--- config.mk ---
export PLATFORM = sky130hd
export DESIGN_NAME = cp_wb_wr_arb
export DESIGN_NICKNAME = d
export VERILOG_FILES = /design/src/rtl/cp_wb_wr_arb.sv
export SDC_FILE = /design/constraint.sdc
export NUM_CORES = 1
export LEC_CHECK = 0
export CAP_MARGIN = 15
export CELL_PAD_IN_SITES_DETAIL_PLACEMENT = 1
export CELL_PAD_IN_SITES_GLOBAL_PLACEMENT = 1
export CORE_UTILIZATION = 35
export DETAILED_ROUTE_END_ITERATION = 8
export DONT_BUFFER_PORTS = 1
export MAX_ROUTING_LAYER = met4
export PLACE_DENSITY = 0.54
export SYNTH_ARGS = -nofsm -noshare
export SYNTH_HDL_FRONTEND = slang
export SYNTH_SLANG_ARGS = --single-unit
--- constraint.sdc ---
create_clock -name iClk -period 2.9 [get_ports iClk]
set_input_delay 0 -clock iClk [delete_from_list [all_inputs] [get_ports iClk]]
set_output_delay 0 -clock iClk [all_outputs]
set_load 0.01 [all_outputs]
--- src/rtl/cp_wb_wr_arb.sv ---
// RF write-port arbiter: the EX pipeline always wins, long-latency returns wait in a pending FIFO.
// Starvation guard (stall request) is built only when CP_WB_ARB_STARVE_GUARD_EN is defined.
`ifndef DEF_CP_RF_INDEX_WIDTH
`define DEF_CP_RF_INDEX_WIDTH 5
`endif
`ifndef DEF_CP_DATA_WIDTH
`define DEF_CP_DATA_WIDTH 32
`endif

module cp_wb_wr_arb #(
  parameter int unsigned PEND_DEPTH   = 4,
  parameter int unsigned STARVE_LIMIT = 8
) (
  input  logic                              iClk,
  input  logic                              iReset,
  input  logic                              iEX_WB_Write_RF_Enable,
  input  logic [`DEF_CP_RF_INDEX_WIDTH-1:0] iEX_WB_Write_RF_Address,
  input  logic [`DEF_CP_DATA_WIDTH-1:0]     iEX_WB_Write_RF_Data,
  input  logic                              iRT_Valid,
  input  logic [`DEF_CP_RF_INDEX_WIDTH-1:0] iRT_Address,
  input  logic [`DEF_CP_DATA_WIDTH-1:0]     iRT_Data,
  output logic                              oRT_Ready,
  output logic                              oWB_RF_Writeback_Enable,
  output logic [`DEF_CP_RF_INDEX_WIDTH-1:0] oWB_RF_Write_Addr,
  output logic [`DEF_CP_DATA_WIDTH-1:0]     oWB_RF_Write_Data,
  output logic                              oWB_Stall_Req,
  output logic [$clog2(PEND_DEPTH):0]       oPend_Count
);
  localparam int unsigned PTR_W = $clog2(PEND_DEPTH);
  localparam logic [PTR_W:0] FULL_CNT = (PTR_W+1)'(PEND_DEPTH);

  if (PEND_DEPTH < 2 || PEND_DEPTH > 8 || (PEND_DEPTH & (PEND_DEPTH - 1)) != 0 ||
      STARVE_LIMIT < 1 || STARVE_LIMIT > 255) begin : g_cfg_check
    $error("cp_wb_wr_arb: unsupported PEND_DEPTH or STARVE_LIMIT");
  end

  logic [`DEF_CP_RF_INDEX_WIDTH-1:0] r_addr [PEND_DEPTH];
  logic [`DEF_CP_DATA_WIDTH-1:0]     r_data [PEND_DEPTH];
  logic [PEND_DEPTH-1:0]             r_vld;
  logic [PTR_W-1:0]                  r_head;
  logic [PTR_W-1:0]                  r_tail;
  logic [PTR_W:0]                    r_count;

  logic w_nonempty;
  logic w_push;
  logic w_pop;

  // Ready looks only at registered occupancy, so a same-cycle pop never frees a slot.
  assign oRT_Ready   = !iReset && (r_count != FULL_CNT);
  assign w_nonempty  = (r_count != '0);
  assign w_push      = iRT_Valid && oRT_Ready;
  assign w_pop       = !iEX_WB_Write_RF_Enable && w_nonempty;
  assign oPend_Count = r_count;

  always_ff @(posedge iClk) begin
    if (w_push) begin
      r_addr[r_tail] <= iRT_Address;
      r_data[r_tail] <= iRT_Data;
    end
  end

  always_ff @(posedge iClk) begin
    if (iReset) begin
      r_head                  <= '0;
      r_tail                  <= '0;
      r_count                 <= '0;
      r_vld                   <= '0;
      oWB_RF_Writeback_Enable <= 1'b0;
      oWB_RF_Write_Addr       <= '0;
      oWB_RF_Write_Data       <= '0;
    end else begin
      if (iEX_WB_Write_RF_Enable) begin
        oWB_RF_Writeback_Enable <= 1'b1;
        oWB_RF_Write_Addr       <= iEX_WB_Write_RF_Address;
        oWB_RF_Write_Data       <= iEX_WB_Write_RF_Data;
        // Older pending returns to the same register must not overwrite this write.
        for (int unsigned i = 0; i < PEND_DEPTH; i++) begin
          if (r_addr[PTR_W'(i)] == iEX_WB_Write_RF_Address) r_vld[PTR_W'(i)] <= 1'b0;
        end
      end else if (w_pop) begin
        oWB_RF_Writeback_Enable <= r_vld[r_head];
        oWB_RF_Write_Addr       <= r_addr[r_head];
        oWB_RF_Write_Data       <= r_data[r_head];
        r_head                  <= r_head + 1'b1;
      end else begin
        oWB_RF_Writeback_Enable <= 1'b0;
      end

      // A push lands after the kill loop, so a same-cycle younger return stays valid.
      if (w_push) begin
        r_vld[r_tail] <= 1'b1;
        r_tail        <= r_tail + 1'b1;
      end

      unique case ({w_push, w_pop})
        2'b10:   r_count <= r_count + 1'b1;
        2'b01:   r_count <= r_count - 1'b1;
        default: r_count <= r_count;
      endcase
    end
  end

`ifdef CP_WB_ARB_STARVE_GUARD_EN
  typedef enum logic [1:0] {ST_IDLE, ST_COUNT, ST_FORCE} guard_state_t;
  localparam logic [7:0] LIMIT = 8'(STARVE_LIMIT);

  guard_state_t r_state;
  logic [7:0]   r_starve_cnt;
  logic         r_stall;
  logic         w_starved;

  assign w_starved     = iEX_WB_Write_RF_Enable && w_nonempty;
  assign oWB_Stall_Req = r_stall;

  always_ff @(posedge iClk) begin
    if (iReset) begin
      r_state      <= ST_IDLE;
      r_starve_cnt <= '0;
      r_stall      <= 1'b0;
    end else begin
      r_stall <= (r_state == ST_FORCE);
      unique case (r_state)
        ST_IDLE: begin
          if (w_starved) begin
            r_state      <= ST_COUNT;
            r_starve_cnt <= 8'd1;
          end
        end
        ST_COUNT: begin
          if (w_pop || !w_nonempty) begin
            r_state      <= ST_IDLE;
            r_starve_cnt <= '0;
          end else if (r_starve_cnt == LIMIT) begin
            r_state <= ST_FORCE;
          end else if (w_starved) begin
            r_starve_cnt <= r_starve_cnt + 1'b1;
          end
        end
        ST_FORCE: begin
          if (w_pop) begin
            r_state      <= ST_IDLE;
            r_starve_cnt <= '0;
          end
        end
        default: begin
          r_state      <= ST_IDLE;
          r_starve_cnt <= '0;
        end
      endcase
    end
  end
`else
  assign oWB_Stall_Req = 1'b0;
`endif

endmodule

* Word-level counts from Yosys, hierarchy flattened
Memories as Yosys holds them, arrays and structs flattened. A register that Yosys moved wholly into a read port is not among the register bits. Index checks and enable logic that the tools add are counted.
Word-level totals: input bits 78, flip-flop bits (word level) 49, memories 2, RAM bits 148, output and inout bits 43
Operators by class: reduce and logical (&&, ||, !) cells 10, bitwise logic cells 2, magnitude comparators 3, mux-type cells 24, equality and inequality tests 7, add/sub/neg operators 4
Memories:
- r_data | words 4, width 32, rd ports 1, clocked after Yosys merged registers in 1, wr ports 1, RTL line 38 | logic [`DEF_CP_DATA_WIDTH-1:0] r_data [PEND_DEPTH];
- r_addr | words 4, width 5, rd ports 5, clocked after Yosys merged registers in 1, wr ports 1, RTL line 37 | logic [`DEF_CP_RF_INDEX_WIDTH-1:0] r_addr [PEND_DEPTH];
Operators with widths (count):
- 2-to-1 mux 32 bit | 2
- == test 5 bit | 4
- 2-to-1 mux 4 bit | 3
- 2-to-1 mux 1 bit | 10
- 2-to-1 mux 5 bit | 2
- 2-to-1 mux 2 bit | 4
- < comparator 2 x 3 -> 1 bit (second input constant) | 2
- one-hot mux 3 bit (2 select lines) | 1
- adder 2 x 1 -> 2 bit (second input constant) | 2
- logical AND 1 bit | 4
- bitwise OR 4 bit | 1
- nonzero test 2 bit | 2
- adder 3 x 1 -> 3 bit (second input constant) | 1
- != test 3 bit (second input constant) | 1
- nonzero test 3 bit | 1
- subtractor 3 x 1 -> 3 bit (second input constant) | 1
- binary-select mux 1 bit (select 2 bit) | 1
- demux 1 bit (select 2 bit) | 1
- == test 2 x 1 -> 1 bit (second input constant) | 1
- == test 2 bit (second input constant) | 1
- >= comparator 2 x 1 -> 1 bit (second input constant) | 1
- zero test 1 bit | 2
- AND reduction 2 bit | 1
- inverter 1 bit | 1

* Logic depth before layout (Yosys ltp)
Gate-level depths: netlist of the first run. An unclocked memory read counts as a cell.
word-level depth 7, depth in mapped cells 9, gate-level depth less buffers 8

* Worst setup path after synthesis of the first run
OpenSTA, ideal clock, no wires.
kind register to register, from reg r_count[0], in the netlist oPend_Count[0], to mem r_addr[0][0] in the netlist's numbering (enable), arrival time 1944 ps, required time 2502 ps, setup time 398 ps, setup slack 559 ps, stages on the path, launching flop included 5, cell sequence dfxtp_1 > or3b_1 > clkbuf_1 > buf_2 > and3_1
Between the ends: cells in the longest elaborated chain, start to end 5
Ends and longest elaborated chain:
- start, declared | RTL line 42 | logic [PTR_W:0] r_count;
- start signal, assigned | RTL line 96 | 2'b10: r_count <= r_count + 1'b1;
- start signal, assigned | RTL line 97 | 2'b01: r_count <= r_count - 1'b1;
- start signal, assigned | RTL line 98 | default: r_count <= r_count;
- != test 3 bit | RTL line 49 | assign oRT_Ready = !iReset && (r_count != FULL_CNT);
- logical AND 1 bit | RTL line 49
- logical AND 1 bit | RTL line 51 | assign w_push = iRT_Valid && oRT_Ready;
- 2-to-1 mux 1 bit | RTL line 56 | if (w_push) begin
- 2-to-1 mux 1 bit (implied by the code) | RTL line 57 | r_addr[r_tail] <= iRT_Address;
- end, declared | RTL line 37
No other way between the ends.

==> impl_results.md, run 1 <==
* Status: complete, no violations
* Int Pwr at 5198 uW
* R2R Setup Slk at 0.57 ns
* Pleak at 0.003235 uW
* Post-CTS resize count at 0
* Avg WL per Cell at 21.95 um
* Cell area after synthesis at 7983 um^2
* Hold-critical path endpoint: r_vld[2]
* Actual slew at the worst max-slew pin at 0.8985 ns
* Power share of the sequential group at 49.1%
* CP max FO at 26
* Count of final hold-check violations at 0
* # IOs at 121
* Clock power frac at 31.1%
* Most frequent cells in the layout: 148 x edfxtp_1, 81 x dlygate4sd3_1, 65 x mux2_2
* Initial antenna violation count at 1
* Syn avg cell area at 15.50 um^2
* Ys flop type: edfxtp_1
* Vias per cell at 5.364
* Worst Hold Launch: iEX_WB_Write_RF_Address[4]
* Clock Tree Root: clkbuf_16
* Aggregate global-route resource usage at 17.90%
* Dpl cells at 764
* P_sw at 2237 uW
* Total gr overflow at 0
* Tcrit/Tclk final at 80.18%
* Post-synth EDFFs at 148
* Die Wd at 153.0 um
* Arrival time worst endpoint at 2.71 ns
* Register bit total from synthesis at 199
* Fin nets at 670
* Largest net degree at the start of global routing at 65
* Syn_nets at 599
* Max-slew violations at 0
* Pwr Density at 765.8 nW/um^2
* Dpl ws at 0.5795 ns
* Register area share after synthesis at 68.46%
* DRC Markers at 0
* Fmax at 0.4301 GHz
* # H-tree levels at 4
* Max rail drop VDD at 362.6 uV
* Post-route setup TNS at 0 ns
* CTS tree: done
* Clock Latency Late Sink at 0.44 ns
* Setup ws final at 0.5749 ns
* Mapped Cells at 515
* Total Routed Length at 19.32 mm
* Drt first pass iters at 9
* ANT nets after route at 0
* Hold path cells at 3
* Detailed Route Iter0 Violations at 363
* Final min period at 2.325 ns
* Switching share of power at 30.09%
* Synth-to-Final Area Change at 21.63%
* CP Capture Type: register
* Worst R2R End: oWB_RF_Write_Data[9]
* CP required at 3.28 ns
* Clock tree buffer depth at 2
* Hold slack at 0.02162 ns
* CTS Buf Count at 17
* YS warnings at 0
* CTS Hold Buffers Added at 83
* Num rows at 54
* Vias in the first global route at 5066
* Max-Cap Viols at 0
* Combinational share of power at 19.8%
* Worst reg-to-reg path cell count at 4
* Most common cell after layout, fill and taps aside: edfxtp_1
* Core ar. at 22090 um^2
* Slew HR at 39.96%
* Total vias in the final route at 4720
* Layout Cells excl Fill at 880
* Clock slew seen by the registers of the worst setup and hold paths at 0.08 ns
* Unique cell type count in the Yosys netlist at 35
* First-pass GRT wire length at 30.32 mm
* Setup bufs post-CTS at 0
* Crit Path Class: reg2reg
* I/O Buffers at 0
* Proportion of layout cells with a drive suffix above 1 at 21.37%
* Unrepaired setup endpoints after global routing: false
* Hold Path Class: in2reg
* Crit path launch type: register
* RD Place Congestion at 0.7426
* Die Span Y at 153.0 um
* Initial Utilization at 36.13%
* Die ar. at 23420 um^2
* DP Wirelength at 11.67 mm
* Ys async rst share at 0%
* Clk_skew at 0.01427 ns
* Count of final setup violators at 0
* Sink Count at 199
[worst max-delay path by stage]
stage	startpoint	end	slack [ns]	depth (start not counted)
after global placement	oPend_Count[2]	oPend_Count[2]	0.71	8
after detailed placement	oPend_Count[2]	oPend_Count[2]	0.58	8
after floorplan	oPend_Count[0]	r_addr[0][0]	0.56	4
after CTS	register	oWB_RF_Write_Data[9]	0.54	4
after global routing	oPend_Count[2]	oPend_Count[2]	0.43	8
final	register	oWB_RF_Write_Data[9]	0.57	4
[through the flow]
step	power, uW	area [um^2]	utilization [%]
final	7435	9709	43.95
after global routing	7793	9709	43.95
after CTS	7531	9707	43.93
after detailed placement	5053	8258	37.38
after global placement	5004	8258	37.38
after floorplan	4774	7983	-
[critical path: stages, from the launching register on]
cell and delay [ns]:
dfxtp_1 0.43, nor2_4 0.75, a222oi_1 0.27, a211oi_2 0.25
dlygate4sd3_1 0.56
[routing by layer]
layer | vias up | global-route usage [%] | wire length (um)
met3 | 13 | 3.884 | 954
met2 | 134 | 28.05 | 9228
met5 | - | - | 0
met4 | 0 | 4.618 | 151
met1 | 2400 | 23.52 | 8983
li1 | 2173 | - | -
[cells in the mapped netlist, types with 5 or more instances]
library cell / n / share of area (%)
dfxtp_1: 51 / 13
nor2_1: 40 / 1.9
mux4_2: 6 / 1.7
a221oi_1: 5 / 0.55
inv_1: 12 / 0.56
clkbuf_1: 17 / 0.80
buf_2: 13 / 0.82
mux2_2: 65 / 9.2
ha_1: 5 / 0.78
xor2_1: 22 / 2.4
a222oi_1: 32 / 4.0
buf_6: 7 / 0.99
nand2_1: 6 / 0.28
a21oi_1: 10 / 0.63
a311oi_1: 5 / 0.55
edfxtp_1: 148 / 56
a211oi_1: 35 / 3.3
[logic make-up after synthesis]
group	count (synthesis)	share of synthesized area (%)
AOI/OAI and AO/OA	97	9.984
and+or+nand+nor	64	3.636
xor gates and xnor gates	22	2.414
adders and majority gates	6	1.034
buffers and inverters	55	3.558
DFF	199	68.46
muxes	71	10.86
other	1	0.04698
[sequential cells by signal, indices dropped and copies added, names as in the netlist, named ones only]
signal / cells
r_data: 128
oWB_RF_Write_Data: 32
r_addr: 20
oWB_RF_Write_Addr: 5
r_vld: 4
oPend_Count: 3
r_head: 2
r_tail: 2
oWB_RF_Writeback_Enable: 1
[layout make-up]
type	count	area, um^2
Inverter	12	45.04
Clock inverter	15	157.7
Antenna cell	1	2.502
Fill cell	2186	12380
Sequential cell	199	5469
Clock buffer	17	425.4
Multi-Input combinational cell	261	2253
Tap cell	280	350.3
Timing Repair Buffer	95	1006
[power by group through the flow]
stage | Sequential [uW] | Clock (uW) | Combinational [uW]
6_report | 3650 | 2310 | 1470
5_1_grt | 3700 | 2460 | 1640
2_1_floorplan | 3600 | 0 | 1180
3_3_place_gp | 3720 | 0 | 1290
3_5_place_dp | 3730 | 0 | 1330
4_1_cts | 3660 | 2370 | 1500
(Power assumes the default switching activity.)
==> run 2, diff against run 1 <==
==> constraint.sdc (replaced) <==
create_clock -name iClk -period 2.4 [get_ports iClk]
set_input_delay 0 -clock iClk [delete_from_list [all_inputs] [get_ports iClk]]
set_output_delay 0 -clock iClk [all_outputs]
set_load 0.01 [all_outputs]
==> impl_results.md, run 2 (synthesized netlist as in run 1, its figures left out) <==
* Status: complete, no violations
* Die ar. at 23420 um^2
* Max stage delay on crit path at 0.58 ns
* Core ar. at 22090 um^2
* Pleak at 0.003277 uW
* CP max FO at 42
* Sink Count at 199
* Most frequent cells in the layout: 148 x edfxtp_1, 84 x dlygate4sd3_1, 65 x mux2_2
* Unrepaired setup endpoints after global routing: false
* Initial Utilization at 36.13%
* ANT nets after route at 0
* Synth-to-Final Area Change at 22.62%
* Cell chain of the critical path: buf_12, mux2_2, a222oi_1, a211oi_2, dlygate4sd3_1
* Initial antenna violation count at 1
* Clock slew seen by the registers of the worst setup and hold paths at 0.07 ns
* CP required at 2.71 ns
* Dpl cells at 770
* Vias per cell at 5.368
* Avg WL per Cell at 22.37 um
* RD Place Congestion at 0.7616
* Count of final hold-check violations at 0
* Slew HR at 46.85%
* Actual slew at the worst max-slew pin at 0.7973 ns
* Crit path launch type: register
* Total Routed Length at 19.93 mm
* DRC Markers at 0
* Die Span Y at 153.0 um
* Arrival time worst endpoint at 2.59 ns
* Die Wd at 153.0 um
* Pwr Density at 932.7 nW/um^2
* Drt first pass iters at 5
* CP max stage cell: dlygate4sd3_1
* Largest Register: r_data
* Tcrit/Tclk final at 94.78%
* Fmax at 0.4396 GHz
* Total gr overflow at 0
* Crit Path Class: reg2reg
* Clock Tree Root: clkbuf_16
* I/O Buffers at 0
* CTS tree: done
* Post-route setup TNS at 0 ns
* CTS Buf Count at 17
* Max-Cap Viols at 0
* Count of final setup violators at 0
* Total vias in the final route at 4783
* Layout Cells excl Fill at 891
* Clock Latency Late Sink at 0.43 ns
* CP Capture Type: register
* Proportion of layout cells with a drive suffix above 1 at 22.30%
* Largest net degree at the start of global routing at 65
* Final min period at 2.275 ns
* # H-tree levels at 4
* Max reg flops at 128
* Detailed Route Iter0 Violations at 348
* Clock tree buffer depth at 2
* # IOs at 121
* Fin nets at 681
* Aggregate global-route resource usage at 18.26%
* Top Registers: r_data x128, oWB_RF_Write_Data x32, r_addr x20
* Vias in the first global route at 5244
* Most common cell after layout, fill and taps aside: edfxtp_1
* Hold slack at 0.005422 ns
* Clk_skew at 0.01483 ns
* Num rows at 54
* Max rail drop VDD at 599.3 uV
* Max-slew violations at 0
* First-pass GRT wire length at 30.68 mm
* CP top delay family: buffers and inverters
* DP Wirelength at 11.66 mm
* Buffers and inverters on the worst path at 2
* Hold Path Class: in2reg
[run 2: cell types whose count changed in the layout (fill, tap and decap cells not counted), sizes merged]
cell,previous run,this run
clkinvlp,1,2
buf,14,22
bufinv,0,2
dlygate4sd3,81,84
clkinv,7,4
[run 2: final timing paths]
kind                                                 start              endpoint  slack (ns)  cells past startpoint
worst min-delay path            iEX_WB_Write_RF_Address[1]              r_vld[2]       0.005                      3
worst min register to register        oWB_RF_Write_Data[3]  oWB_RF_Write_Data[3]        0.55                      2
worst max-delay path                              register  oWB_RF_Write_Data[9]        0.13                      5
worst max register to register                    register  oWB_RF_Write_Data[9]        0.13                      5
[run 2: timing repair]
action | CTS | global route
endpoints found under the setup margin | 0 | 4
setup buffers | 0 | 2
gates resized for setup | 0 | 1
endpoints found under the hold margin | 199 | 0
hold buffers | 86 | 0
[run 2: report_power, final]
group	switching (uW)	leakage (uW)	internal, uW
clock network	1310	0.000286	1560
registers	302	0.00177	4030
logic	1030	0.00122	890
total	2640	0.00328	6480
[run 2: cell type report]
| cell class | instances | area, um^2 |
|---|---|---|
| Tap cell | 280 | 350.3 |
| Clock buffer | 17 | 425.4 |
| Inverter | 12 | 45.04 |
| Multi-Input combinational cell | 261 | 2256 |
| Fill cell | 2173 | 12310 |
| Sequential cell | 199 | 5469 |
| Antenna cell | 1 | 2.502 |
| Timing Repair Buffer | 106 | 1076 |
| Clock inverter | 15 | 163.9 |
[run 2: metrics by stage]
step	total power (uW)	setup WS [ns]	cell area, um^2	util, %
global placement	6104	0.2777	8290	37.52
CTS	9273	0.02278	9768	44.21
global route	9582	0.005953	9788	44.30
detailed placement	6165	0.1436	8290	37.52
floorplan	5768	0.05854	7983	-
finish	9129	0.1252	9788	44.30
[run 2: routing by layer]
| metal | routed length (um) | part of all wire, % | GRT usage [%] |
|---|---|---|---|
| met5 | 0 | 0 | - |
| met4 | 94 | 0.47 | 4.425 |
| met3 | 1231 | 6.2 | 5.614 |
| met2 | 10050 | 50 | 30.42 |
| met1 | 8558 | 43 | 21.48 |
[run 2: worst reg2reg max path: stages, from the launching register on]
cell and delay, ns:
dfxtp_4 0.36, buf_12 0.24, mux2_2 0.39, a222oi_1 0.47
a211oi_2 0.13, dlygate4sd3_1 0.58
==> run 3, diff against run 2 <==
--- a/config.mk
+++ b/config.mk
@@ -8,11 +8,11 @@
 export CAP_MARGIN = 15
 export CELL_PAD_IN_SITES_DETAIL_PLACEMENT = 1
 export CELL_PAD_IN_SITES_GLOBAL_PLACEMENT = 1
-export CORE_UTILIZATION = 35
+export CORE_UTILIZATION = 47
 export DETAILED_ROUTE_END_ITERATION = 8
 export DONT_BUFFER_PORTS = 1
 export MAX_ROUTING_LAYER = met4
-export PLACE_DENSITY = 0.54
+export PLACE_DENSITY = 0.78
 export SYNTH_ARGS = -nofsm -noshare
 export SYNTH_HDL_FRONTEND = slang
 export SYNTH_SLANG_ARGS = --single-unit
==> constraint.sdc (replaced) <==
create_clock -name iClk -period 1.8 [get_ports iClk]
set_input_delay 0 -clock iClk [delete_from_list [all_inputs] [get_ports iClk]]
set_output_delay 0 -clock iClk [all_outputs]
set_load 0.01 [all_outputs]
==> impl_results.md, run 3 (synthesized netlist as in run 1, its figures left out) <==
* CP max stage cell: or3b_4
* Register Area at 5482 um^2
* Total gr overflow at 0
* Status: complete, but fails checks
* # IOs at 121
* CTS tree: done
* CP top delay family: simple AND/OR/NAND/NOR gates
* Vias in the first global route at 5115
* Multi-input logic area at 2306 um^2
* Avg WL per Cell at 24.63 um
* DP Wirelength at 11.43 mm
* Max-slew violations at 0
* Failing checks: hold timing, setup timing
* Pleak at 0.003137 uW
* CP Capture Type: register
* Worst R2R End: oPend_Count[2]
* Synth-to-Final Area Change at 18.09%
* Max rail drop VDD at 1086 uV
* Worst R2R Start: oPend_Count[0]
* Pwr Density at 1279 nW/um^2
* Actual slew at the worst max-slew pin at 0.6644 ns
* Filler cells at 1544
* Unrepaired setup endpoints after global routing: true
* Initial Utilization at 48.14%
* Most frequent cells in the layout: 148 x edfxtp_1, 65 x mux2_2, 46 x dfxtp_1
* Die Span Y at 132.3 um
* CP max FO at 2
* Total vias in the final route at 4719
* Crit path launch type: register
* CP required at 2.14 ns
* Slew HR at 55.60%
* Core ar. at 16580 um^2
* Total power at 12060 uW
* RD Place Congestion at 0.8789
* Fmax at 0.4939 GHz
* Clock Latency Late Sink at 0.43 ns
* Sink Count at 199
* Clock tree buffer depth at 2
* Hold Path Class: in2reg
* Clock Tree Root: clkbuf_16
* Top Registers: r_data x128, oWB_RF_Write_Data x32, r_addr x20
* Worst Hold Launch: iReset
* Max reg flops at 128
* Fin nets at 644
* Die Wd at 132.3 um
* Largest Register: r_data
* Final min period at 2.025 ns
* Clk_skew at 0.02151 ns
* Initial antenna violation count at 0
* Detailed Route Iter0 Violations at 343
* Crit Path Class: reg2reg
* Buffers and inverters on the worst path at 1
* Cell chain of the critical path: or3b_4, nand2_4, ha_4, inv_2, fa_2, xor2_1, or3_1, a21oi_2
* Total Routed Length at 19.56 mm
* Num rows at 47
* I/O Buffers at 0
* Hold slack at -0.3484 ns
* CTS Buf Count at 17
* Aggregate global-route resource usage at 23.52%
* Count of final setup violators at 2
* Most common cell after layout, fill and taps aside: edfxtp_1
* Hold path cells at 1
* # H-tree levels at 4
* Hold-critical path endpoint: oWB_RF_Write_Data[15]
* Max-Cap Viols at 0
* CTS Hold Buffers Added at 39
* Dpl ws at -0.2651 ns
* Clock slew seen by the registers of the worst setup and hold paths at 0.06 ns
* ANT nets after route at 0
* Fin util at 56.84%
* Proportion of layout cells with a drive suffix above 1 at 26.53%
* Worst reg-to-reg path cell count at 8
* DRC Markers at 0
* First-pass GRT wire length at 29.70 mm
* Count of final hold-check violations at 49
* Vias per cell at 5.943
* Setup ws final at -0.2247 ns
* Tcrit/Tclk final at 112.5%
* Die ar. at 17510 um^2
* Max stage delay on crit path at 0.42 ns
* Largest net degree at the start of global routing at 65
* R2R Setup Slk at -0.22 ns
* Drt first pass iters at 7
* Arrival time worst endpoint at 2.37 ns
==> run 3: what timing repair did <==
action | 4_1_cts | 5_1_grt
hold endpoints to repair | 199 | 49
cloned | 0 | 1
setup endpoints to repair | 2 | 16
resized for setup | 3 | 4
pin swaps | 1 | 1
setup buffers | 1 | 3
==> run 3: layout make-up <==
| type | count | share of cell area [%] |
|---|---|---|
| clock inverters | 9 | 0.8229 |
| well taps | 220 | 2.920 |
| multi-input cells | 262 | 24.46 |
| inverters | 12 | 0.4778 |
| diodes | 1 | 0.02655 |
| flip-flops and latches | 199 | 58.15 |
| repair buffers | 68 | 8.176 |
| clock buffers | 23 | 4.964 |
==> run 3: worst max-delay path by stage <==
stage                        start        endpoint  slack (ns)  depth (start not counted)
global placement    oPend_Count[1]  oPend_Count[2]       -0.16                          8
floorplan           oPend_Count[1]  oPend_Count[2]       -0.25                          9
CTS                 oPend_Count[0]  oPend_Count[2]       -0.22                          8
detailed placement  oPend_Count[1]  oPend_Count[2]       -0.27                          8
finish              oPend_Count[0]  oPend_Count[2]       -0.22                          8
global route        oPend_Count[0]  oPend_Count[2]       -0.26                          8
==> run 3: report_power, final <==
group / internal [uW] / leakage [uW] / switching [uW]
registers: 5400 / 0.00177 / 422
clock network: 1970 / 0.000265 / 1570
logic: 1280 / 0.00110 / 1410
total: 8640 / 0.00314 / 3410
==> run 3: through the flow <==
step           TNS [ns]  area [um^2]  instances
2_1_floorplan   -0.4036         8031        515
3_3_place_gp    -0.1564         8427        717
3_5_place_dp    -0.3945         8427        717
4_1_cts         -0.2978         9382        789
5_1_grt         -0.3881         9424        793
6_report        -0.3215         9427        794
==> run 3: per-layer routing <==
| layer | share of wire (%) | global-route usage, % |
|---|---|---|
| met3 | 7.1 | 5.729 |
| met2 | 50 | 39.01 |
| met5 | 0 | - |
| met4 | 1.5 | 6.897 |
| met1 | 41 | 28.53 |
